## config.mk

```make
export PLATFORM = sky130hd
export DESIGN_NAME = ccff_chain_loader_flat
export DESIGN_NICKNAME = d
export VERILOG_FILES = /design/src/rtl/ccff_chain_loader_if.sv /design/src/rtl/ccff_chain_loader.sv /design/src/flat_wrapper.sv
export SDC_FILE = /design/constraint.sdc
export NUM_CORES = 1
export LEC_CHECK = 0
export ABC_AREA = 1
export CAP_MARGIN = 0
export CORE_MARGIN = 2
export CORE_UTILIZATION = 40
export CTS_CLUSTER_DIAMETER = 150
export CTS_CLUSTER_SIZE = 28
export DETAILED_ROUTE_END_ITERATION = 6
export PLACE_DENSITY = 0.75
export SYNTH_ARGS = -nofsm -noshare
export SYNTH_HDL_FRONTEND = slang
export SYNTH_SLANG_ARGS = --single-unit
```

## constraint.sdc

```tcl
create_clock -name prog_clk -period 1.95 [get_ports prog_clk]
set_input_delay 0.39 -clock prog_clk [delete_from_list [all_inputs] [get_ports prog_clk]]
set_output_delay 0.39 -clock prog_clk [all_outputs]
set_load 0.01 [all_outputs]
```

## src/rtl/ccff_chain_loader_if.sv

```systemverilog
// ccff_chain_loader_if: word handshake and chain-drive signals of the ccff chain loader
interface ccff_chain_loader_if #(parameter int WORD_W = 8);
    logic              start;
    logic [WORD_W-1:0] word_in;
    logic              word_valid;
    logic              word_ready;
    logic              ccff_head;
    logic              ccff_clk_en;
    logic              busy;
    logic              done;
    logic [15:0]       bits_loaded;
    modport master (output start, word_in, word_valid,
                    input word_ready, ccff_head, ccff_clk_en, busy, done, bits_loaded);
    modport slave (input start, word_in, word_valid,
                   output word_ready, ccff_head, ccff_clk_en, busy, done, bits_loaded);
endinterface

```

## src/rtl/ccff_chain_loader.sv

```systemverilog
// ccff_chain_loader: serialises bitstream words MSB-first into a gated ccff configuration chain
module ccff_chain_loader #(
    parameter int CHAIN_LEN = 8,
    parameter int WORD_W    = 8
) (
    input logic               prog_clk,
    input logic               prog_reset,
    ccff_chain_loader_if.slave bus
);
    typedef enum logic [1:0] {IDLE, LOAD, SHIFT, DONE} state_t;
    state_t            state, nxt;
    logic [WORD_W-1:0] sr;
    logic [5:0]        idx;
    logic [15:0]       bits_loaded;
    logic              last_word, last_chain, ready, hs;
    always_comb begin
        last_word  = idx == 6'(WORD_W - 1);
        last_chain = bits_loaded == 16'(CHAIN_LEN - 1);
        ready      = state == LOAD || (state == SHIFT && last_word && !last_chain);
        hs         = ready && bus.word_valid;
        nxt        = state;
        if (state == IDLE)
            nxt = bus.start ? LOAD : IDLE;
        else if (state == LOAD)
            nxt = hs ? SHIFT : LOAD;
        else if (state == SHIFT)
            nxt = last_chain ? DONE : (last_word && !hs) ? LOAD : SHIFT;
        else
            nxt = IDLE;
    end
    assign bus.word_ready  = ready;
    assign bus.ccff_clk_en = state == SHIFT;
    assign bus.ccff_head   = state == SHIFT && sr[WORD_W-1];
    assign bus.busy        = state != IDLE;
    assign bus.done        = state == DONE;
    assign bus.bits_loaded = bits_loaded;
    // a word captured in the last-bit cycle replaces the register instead of shifting it
    always_ff @(posedge prog_clk) begin
        if (prog_reset) begin
            state       <= IDLE;
            sr          <= '0;
            idx         <= '0;
            bits_loaded <= '0;
        end else begin
            state <= nxt;
            if (state == IDLE && bus.start)
                bits_loaded <= '0;
            if (state == SHIFT)
                bits_loaded <= bits_loaded + 16'd1;
            if (hs) begin
                sr  <= bus.word_in;
                idx <= '0;
            end else if (state == SHIFT) begin
                sr  <= sr << 1;
                idx <= idx + 6'd1;
            end
        end
    end
endmodule

```

## src/flat_wrapper.sv

```systemverilog
// flat-port wrapper written by rule: the top's interface ports become plain ports
module ccff_chain_loader_flat 
#(
    parameter int CHAIN_LEN = 8,
    parameter int WORD_W    = 8
)
  (prog_clk, prog_reset, bus_start, bus_word_in, bus_word_valid, bus_word_ready, bus_ccff_head, bus_ccff_clk_en, bus_busy, bus_done, bus_bits_loaded);
  ccff_chain_loader_if #(.WORD_W(WORD_W)) bus_i ();
  input logic prog_clk;
  input logic prog_reset;
  input wire logic [$bits(bus_i.start)-1:0] bus_start;
  input wire logic [$bits(bus_i.word_in)-1:0] bus_word_in;
  input wire logic [$bits(bus_i.word_valid)-1:0] bus_word_valid;
  output wire logic [$bits(bus_i.word_ready)-1:0] bus_word_ready;
  output wire logic [$bits(bus_i.ccff_head)-1:0] bus_ccff_head;
  output wire logic [$bits(bus_i.ccff_clk_en)-1:0] bus_ccff_clk_en;
  output wire logic [$bits(bus_i.busy)-1:0] bus_busy;
  output wire logic [$bits(bus_i.done)-1:0] bus_done;
  output wire logic [$bits(bus_i.bits_loaded)-1:0] bus_bits_loaded;
  assign bus_i.start = bus_start;
  assign bus_i.word_in = bus_word_in;
  assign bus_i.word_valid = bus_word_valid;
  assign bus_word_ready = bus_i.word_ready;
  assign bus_ccff_head = bus_i.ccff_head;
  assign bus_ccff_clk_en = bus_i.ccff_clk_en;
  assign bus_busy = bus_i.busy;
  assign bus_done = bus_i.done;
  assign bus_bits_loaded = bus_i.bits_loaded;
  ccff_chain_loader #(.CHAIN_LEN(CHAIN_LEN), .WORD_W(WORD_W)) u_core (.prog_clk(prog_clk), .prog_reset(prog_reset), .bus(bus_i));
endmodule
```

* After elaboration in Yosys (flattened, before gate mapping)
Index checks and enable logic that the tools add are counted.
** Word-level totals
- Bits in registers :: 32
- Input bits :: 12
- Output and inout bits :: 21
- Logic and storage cells :: 36
** Cells by class
- $add $sub $neg :: 2
- Equality and inequality tests :: 5
- Multiplexer cells :: 11
- Reductions and logical operators :: 14
** Operator list (number)
- 16-bit two-way mux :: 2
- 16-bit by 1-bit adder with 16-bit output, second input constant :: 1
- 16-bit by 3-bit equality test with 1-bit output, second input constant :: 1
- 8-bit two-way mux :: 2
- 2-bit two-way mux :: 6
- 6-bit by 1-bit adder with 6-bit output, second input constant :: 1
- 6-bit by 3-bit equality test with 1-bit output, second input constant :: 1
- 1-bit logical AND :: 6
- 2-bit nonzero test :: 3
- 2-bit equality test, second input constant :: 2
- 2-bit by 1-bit equality test with 1-bit output, second input constant :: 1
- 1-bit zero test :: 2
- 2-bit zero test :: 1
- 2-bit OR reduction :: 1
- 1-bit logical OR :: 1
- 1-bit two-way mux :: 1

* Logic depth before layout (Yosys ltp)
Gate-level depths: netlist of the first run.
- Word-level depth :: 12
- Mapped depth :: 13
- Depth with buffers taken out :: 13

* Worst setup path after synthesis of the first run
No wires, ideal clock.
- Path kind :: register to register
- Start point :: register u_core.bits_loaded[0], in the netlist u_core.bus.bits_loaded[0]
- End point :: register u_core.sr[4]
- Library setup time :: 0.116 ns
- Arrival :: 1.478 ns
- Data required time :: 1.834 ns
- Slack :: 0.355 ns
- Cell stages (with the launch flop) :: 13
- Buffers on the path :: 1
- Period minus slack after synthesis :: 1.595 ns
- Path through :: dfxtp_1 > ha_1 > nand2_2 > clkinv_2 > nand2_2 > nor2_4 > nand2_2 > nand2_1 > nand2_2 > nand2_4 > buf_12 > nand3_1 > o211a_1
** Between the ends
- Cells in the longest elaborated chain, start to end :: 6
** Ends and longest elaborated chain
- start: declaration :: line ccff_chain_loader.sv:14 : logic [15:0] bits_loaded;
- start signal: assignment :: line ccff_chain_loader.sv:49 : bits_loaded <= bits_loaded + 16'd1;
- 16-bit by 3-bit equality test with 1-bit output (*) :: line ccff_chain_loader.sv:18 : last_chain = bits_loaded == 16'(CHAIN_LEN - 1);
- 1-bit zero test (*) :: line ccff_chain_loader.sv:19 : ready = state == LOAD || (state == SHIFT && last_word && !last_chain);
- 1-bit logical AND (*) :: line ccff_chain_loader.sv:19
- 1-bit logical OR (*) :: line ccff_chain_loader.sv:19
- net bus_word_ready :: line flat_wrapper.sv:14 : output wire logic [$bits(bus_i.word_ready)-1:0] bus_word_ready;
- 1-bit logical AND (*) :: line ccff_chain_loader.sv:20 : hs = ready && bus.word_valid;
- 8-bit two-way mux or 2-bit nonzero test (tied branches)
- end signal: assignment :: line ccff_chain_loader.sv:51 : sr <= bus.word_in;
- end signal: assignment :: line ccff_chain_loader.sv:54 : sr <= sr << 1;
- end: declaration :: line ccff_chain_loader.sv:12 : logic [WORD_W-1:0] sr;
Mark *: on every way through the listed nets, which the timed path passes. The rest lies on a longest branch.
A chain may end at the register's enable or synchronous reset.

* Worst setup path after layout of the first run
- Start point :: register u_core.bits_loaded[0], in the netlist u_core.bus.bits_loaded[0]
- End point :: output bus_word_ready
** Between the ends
- Cells in the longest elaborated chain, start to end :: 4
** Ends and longest elaborated chain (line)
- 16-bit by 3-bit equality test with 1-bit output :: ccff_chain_loader.sv:18
- 1-bit zero test :: ccff_chain_loader.sv:19
- 1-bit logical AND :: ccff_chain_loader.sv:19
- 1-bit logical OR :: ccff_chain_loader.sv:19
- end: declaration :: flat_wrapper.sv:14
Every way passes these cells.

==> flow_summary.yaml, run 1 <==
critical_path:
  timing.critical_path.cells: "ha_2 -> nand2_2 -> clkinv_2 -> nand2_2 -> nor2_4 -> nand2_2 -> nand2_1 -> nand2_2 -> clkbuf_2"
  end_kind: "output pin"
  critical-path-slowest-cell: "sky130_fd_sc_hd__dfxtp_1"
  rr_worst_depth: 9
  crit_path_start_kind: "register"
  timing.setup.critical_path_class: "reg2out"
  worstPathBufferInverterCount: 2
  critPathRequiredTime_ps: 1560
  source_of_the_worst_register_to_register_timing_path: "u_core.state[0]$_SDFF_PP0_"
  crit_top_cell: "sky130_fd_sc_hd__nand2_2"
  max_incr_delay_on_cp_ps: 340
  arrival_ps: 1400
  worst-path-max-fanout: 3
  critical_path.reg2reg.endpoint: "u_core.bus.bits_loaded[12]$_SDFFE_PP0P_"
  rrSetupSlack_ps: 170
  cpLargestDelayFamily: "simple AND/OR/NAND/NOR gates"
grt:
  vias_in_the_first_global_route: 1459
  groute.usage.overall_pct: 16.16
  number_of_antenna_violations_at_the_first_check_in_global_routing: 0
  grt_overflow_total: 0
  grt_first_pass_wirelength_um: 6354
  grt_max_degree: 23
cts:
  setup_fix_bufs_post_cts: 0
  number_of_sinks_on_the_clock_net: 32
  cts_tree: "yes"
  clk-insertion-delay-late_ps: 290
  cts-htree-levels: 2
  ctsHoldBuffers: 0
  cts_made_buffers: 5
  clk_pin_slew_ps: 70
  clockRootBuffer: "sky130_fd_sc_hd__clkbuf_8"
  cts_buffer_depth: 2
pwr:
  power.density_cell_area_nw_per_um2: 645.9
  p_leak_nw: 0.8940
  total_power_mw: 1.462
  maximum_vdd_drop_uv: 420.0
sta:
  fin_worst_hold_slack_ps: 463.6
  drv_slew: 0
  clock-skew-final_ps: 5.599
  maxSlewHeadroom_pct: 77.63
  final_layout_setup_total_negative_slack_ps: 0
  hold_viol: 0
  setup_violations: 0
  period_needed_ps: 1787
  rsz0062_at_grt: "false"
  post-route-period-util_pct: 91.64
  worst_pin_slew_ps: 332.4
  achievable-frequency_ghz: 0.5596
routing:
  drcViolationCount: 0
  drt_first_pass_iters: 4
  ant_nets: 0
  initialDrtViolationCount: 76
  avgViaCountPerCell: 4.850
  dr_wl_cell_um: 11.30
  num_vias: 1649
  wirelength_um: 3842
final_layout:
  synthToLayoutAreaGrowth_pct: 31.47
  layout.cells.non_filler: 340
  layout.filler_cells: 391
  post-route-cell-area_um2: 2263
  diodes: 0
  nets: 303
  final_layout_size_suffix_gt1_share_pct: 17.24
min_path:
  worstHoldStart: "u_core.idx[5]$_SDFFE_PP0P_"
  hold_path.class: "reg2reg"
  worstHoldPathCells: 2
  hold-path-endpoint: "u_core.idx[5]$_SDFFE_PP0P_"
synthesis:
  synth.lib_cells_used.distinct: 35
  synth_area_per_cell_um2: 7.144
  syn-instance-count: 241
  mappedNetlistNets: 255
  synthesis.area_um2: 1722
  share_of_yosys_cell_area_claimed_by_the_top_area_cell_type_pct: 37.21
  synth_warn: 0
  seq_area_frac_synth_pct: 37.21
  synth_largest_area_cell: "sky130_fd_sc_hd__dfxtp_1"
  synth.ff_latch_count: 32
  post_synth_main_area_contributors: "sky130_fd_sc_hd__dfxtp_1 37%, sky130_fd_sc_hd__nand2_1 12%, sky130_fd_sc_hd__nor2_1 6.5%"
placement:
  place_inst: 332
  detailed_place_hpwl_um: 2831
  place.gp.congestion: 0.7736
  port-buffer-count: 32
  post_dp_cell_area_um2: 2161
die:
  die_y_um: 69.61
  fp.dieW_um: 69.61
  initial_utilization_pct: 42.43
  std_cell_rows: 23
  boundaryPins: 33
  design.core.area_um2: 4058
  design.die.area_um2: 4845
status:
  outcome: "finished, final reports clean"
run:
  maxCapViolations: 0
per-layer routing:
metal	vias up	wire length (um)	global-route usage, %
li1	877	-	-
met1	726	1738	19.64
met5	-	0	0
met2	41	1839	27.46
met4	0	40	6.318
met3	5	223	3.779
synth_stat cells, drive strengths merged:
cell,instances
nand3,15
o31ai,1
nor3,4
a221oi,1
o22ai,2
buf,7
o21ai,19
a31oi,1
o311a,2
a21oi,18
ha,2
nand4,1
o21bai,1
dfxtp,32
o211a,3
nor2,36
nand2,63
inv,27
nor4,1
xor2,2
clkinv,1
nor3b,2
tightest hold or removal path, cell delays in order (launching register included):
cell,delay (ps)
sky130_fd_sc_hd__dfxtp_1,310
sky130_fd_sc_hd__nand2_1,60
sky130_fd_sc_hd__a21oi_1,50
repair_timing:
| action | CTS | global route |
|---|---|---|
| setup endpoints to repair | 3 | 1 |
| hold endpoints to repair | 0 | 0 |
| gates resized for setup | 5 | 1 |
layout make-up:
type / instances / area (um2) / area share [%]
Multi-Input combinational cell: 174 / 913.4 / 40.35
Sequential cell: 32 / 640.6 / 28.30
Timing Repair Buffer: 48 / 432.9 / 19.13
Inverter: 28 / 106.4 / 4.699
Clock buffer: 6 / 72.57 / 3.206
Tap cell: 50 / 62.56 / 2.764
Clock inverter: 2 / 35.03 / 1.548
per-stage QoR:
step           util, %  setup slack, ps
4_1_cts          55.91            45.97
3_5_place_dp     53.25            45.77
5_1_grt          55.78            55.31
3_3_place_gp     53.25            59.29
6_report         55.78            163.0
2_1_floorplan        -            355.4
sequential cells by signal (all words and copies together), names as in the netlist:
signal,flops
u_core.bus.bits_loaded,16
u_core.sr,8
u_core.idx,6
u_core.state,2
layout by cell type, fill, tap and decap left out, drive strengths merged, types with 3 or more instances in the layout:
| cell | count |
|---|---|
| a21oi | 18 |
| buf | 16 |
| clkbuf | 7 |
| clkdlybuf4s50 | 29 |
| dfxtp | 32 |
| inv | 27 |
| nand2 | 63 |
| nand3 | 15 |
| nor2 | 36 |
| nor3 | 4 |
| o211a | 3 |
| o21ai | 19 |
worst max path at each step:
stage	startpoint	endpoint	cells past startpoint
after floorplan	u_core.bus.bits_loaded[0]$_SDFFE_PP0P_	u_core.sr[4]$_SDFFE_PP0P_	12
after detailed placement	u_core.bus.bits_loaded[0]$_SDFFE_PP0P_	bus_word_ready	9
after global placement	u_core.bus.bits_loaded[0]$_SDFFE_PP0P_	bus_word_ready	9
final	u_core.bus.bits_loaded[0]$_SDFFE_PP0P_	bus_word_ready	9
after CTS	u_core.bus.bits_loaded[0]$_SDFFE_PP0P_	bus_word_ready	9
after global routing	u_core.state[0]$_SDFF_PP0_	u_core.bus.bits_loaded[12]$_SDFFE_PP0P_	9
report_power, final:
group | switching (mW) | internal [mW] | total (mW)
registers | 0.00851 | 0.669 | 0.678
clock network | 0.249 | 0.379 | 0.628
logic | 0.0878 | 0.0683 | 0.156
total | 0.345 | 1.12 | 1.46
cells by family after synthesis:
family | synth area share [%]
AOI/OAI and AO/OA | 16.79
adders and majority gates | 1.453
xor gates and xnor gates | 1.018
buffers and inverters | 9.884
and+or+nand+nor | 33.65
DFF | 37.21
Note: power is estimated with default switching activity, not from simulation.
==> run 2, diff against run 1 <==
--- a/config.mk
+++ b/config.mk
@@ -12,7 +12,8 @@
 export CTS_CLUSTER_DIAMETER = 150
 export CTS_CLUSTER_SIZE = 28
 export DETAILED_ROUTE_END_ITERATION = 6
-export PLACE_DENSITY = 0.75
+export DONT_BUFFER_PORTS = 1
+export PLACE_DENSITY = 0.65
 export SYNTH_ARGS = -nofsm -noshare
 export SYNTH_HDL_FRONTEND = slang
 export SYNTH_SLANG_ARGS = --single-unit
==> flow_summary.yaml, run 2 (synthesized netlist as in run 1, its figures left out) <==
final_layout:
  max_flop_register: "u_core.bus.bits_loaded"
  final_layout_size_suffix_gt1_share_pct: 15.85
  seq_area_um2: 641.9
  layout.cells.most_common: "sky130_fd_sc_hd__nand2_1"
  nets: 262
  post-route-cell-area_um2: 1846
  max_reg_flops: 16
  final_util_pct: 45.48
  multi_input_logic_area_um2: 913.4
  most-common-layout-cells: "56 x sky130_fd_sc_hd__nand2_1, 31 x sky130_fd_sc_hd__dfxtp_1, 30 x sky130_fd_sc_hd__nor2_1"
  diodes: 0
  synthToLayoutAreaGrowth_pct: 7.195
  largestRegisters: "u_core.bus.bits_loaded x16, u_core.sr x8, u_core.idx x6"
  layout.filler_cells: 420
critical_path:
  crit_path_start_kind: "register"
  crit_top_cell: "sky130_fd_sc_hd__nand2_2"
  critPathRequiredTime_ps: 1560
  arrival_ps: 1430
  timing.critical_path.cells: "ha_2 -> nand2_2 -> clkinv_2 -> nand2_2 -> nor2_4 -> nand2_2 -> nand2_1 -> nand2_2 -> buf_4"
  max_incr_delay_on_cp_ps: 340
  worst-path-max-fanout: 3
  timing.setup.critical_path_class: "reg2out"
  end_kind: "output pin"
  critical-path-slowest-cell: "sky130_fd_sc_hd__dfxtp_1"
pwr:
  power_frac_clock_pct: 36.4
  power_frac_seq_pct: 54.7
  switchingPower_uw: 304.6
  maximum_vdd_drop_uv: 499.4
  comb_power_share_pct: 8.9
  switching_share_pct: 24.56
  cell_internal_pwr_uw: 935.4
  power.density_cell_area_nw_per_um2: 671.9
  p_leak_nw: 0.7041
sta:
  hold_viol: 0
  post-route-period-util_pct: 93.28
  clock-skew-final_ps: 8.194
  drv_slew: 0
  setup_violations: 0
  fin_worst_hold_slack_ps: 165.9
  final_layout_setup_total_negative_slack_ps: 0
  worst_pin_slew_ps: 362.4
  rsz0062_at_grt: "false"
  period_needed_ps: 1819
  layout_setup_ws_ps: 131.0
  maxSlewHeadroom_pct: 75.82
  achievable-frequency_ghz: 0.5497
placement:
  post_dp_cell_area_um2: 1773
  port-buffer-count: 0
  place.gp.congestion: 0.7929
  setup_ws_pre_cts_ps: 339.2
  detailed_place_hpwl_um: 2610
routing:
  drt_first_pass_iters: 4
  wirelength_um: 3533
  initialDrtViolationCount: 66
  drcViolationCount: 0
  avgViaCountPerCell: 5.115
  dr_wl_cell_um: 11.94
  ant_nets: 0
  num_vias: 1514
die:
  design.die.area_um2: 4845
  fp.dieW_um: 69.61
  std_cell_rows: 23
  boundaryPins: 33
  design.core.area_um2: 4058
  initial_utilization_pct: 42.43
  die_y_um: 69.61
grt:
  vias_in_the_first_global_route: 1386
  grt_overflow_total: 0
  grt_first_pass_wirelength_um: 6099
  grt_max_degree: 19
  number_of_antenna_violations_at_the_first_check_in_global_routing: 0
  groute.usage.overall_pct: 15.52
cts:
  number_of_sinks_on_the_clock_net: 32
  cts_buffer_depth: 2
  clk_pin_slew_ps: 60
  post_cts_resized: 0
  cts_tree: "yes"
  cts-htree-levels: 2
  clockRootBuffer: "sky130_fd_sc_hd__clkbuf_8"
  ctsHoldBuffers: 0
  clk-insertion-delay-late_ps: 280
  setup_fix_bufs_post_cts: 0
  cts_made_buffers: 5
status:
  outcome: "finished, final reports clean"
run:
  maxCapViolations: 0
min_path:
  hold_path.class: "in2reg"
==> run 2: worst max-delay path, delay by kind of cell (launching register included) <==
kind	cells	cell delay [ps]
flops	1	340
fa+ha+maj	1	180
buf+inv	2	210
simple gates	6	420
==> run 2: power by group through the flow <==
stage | clock network [mW] | registers (mW) | logic (mW)
after global placement | 0 | 0.692 | 0.110
after CTS | 0.467 | 0.678 | 0.112
after detailed placement | 0 | 0.693 | 0.112
after global routing | 0.492 | 0.680 | 0.126
after floorplan | 0 | 0.692 | 0.0961
final | 0.451 | 0.679 | 0.110
==> run 2: final timing paths <==
kind	from	end	slack (ps)	depth (start not counted)
worst min register to register	u_core.idx[5]$_SDFFE_PP0P_	u_core.idx[5]$_SDFFE_PP0P_	460	2
worst max-delay path	u_core.bus.bits_loaded[1]$_SDFFE_PP0P_	bus_word_ready	130	9
worst max register to register	u_core.bus.bits_loaded[1]$_SDFFE_PP0P_	u_core.sr[1]$_SDFFE_PP0P_	340	12
worst min-delay path	prog_reset	u_core.sr[6]$_SDFFE_PP0P_	170	1
==> run 2: per-layer routing <==
layer  up-vias  global-route usage, %  share of wire (%)
met5         -                      0                  0
met4         0                  6.536               0.76
met3         3                  5.669                7.0
met2        39                  25.53                 47
met1       680                  18.10                 45
li1        792                      -                  -
==> run 2: metrics by stage <==
step	total power, mW	instances
2_1_floorplan	0.7886	241
3_3_place_gp	0.8025	291
3_5_place_dp	0.8046	291
4_1_cts	1.257	296
5_1_grt	1.298	296
6_report	1.240	296
==> run 2: cell type report <==
class,instances,share of cell area [%]
multi-input cells,174,49.49
flip-flops and latches,32,34.78
well taps,50,3.390
clock buffers,5,3.729
repair buffers,7,2.847
inverters,28,5.763
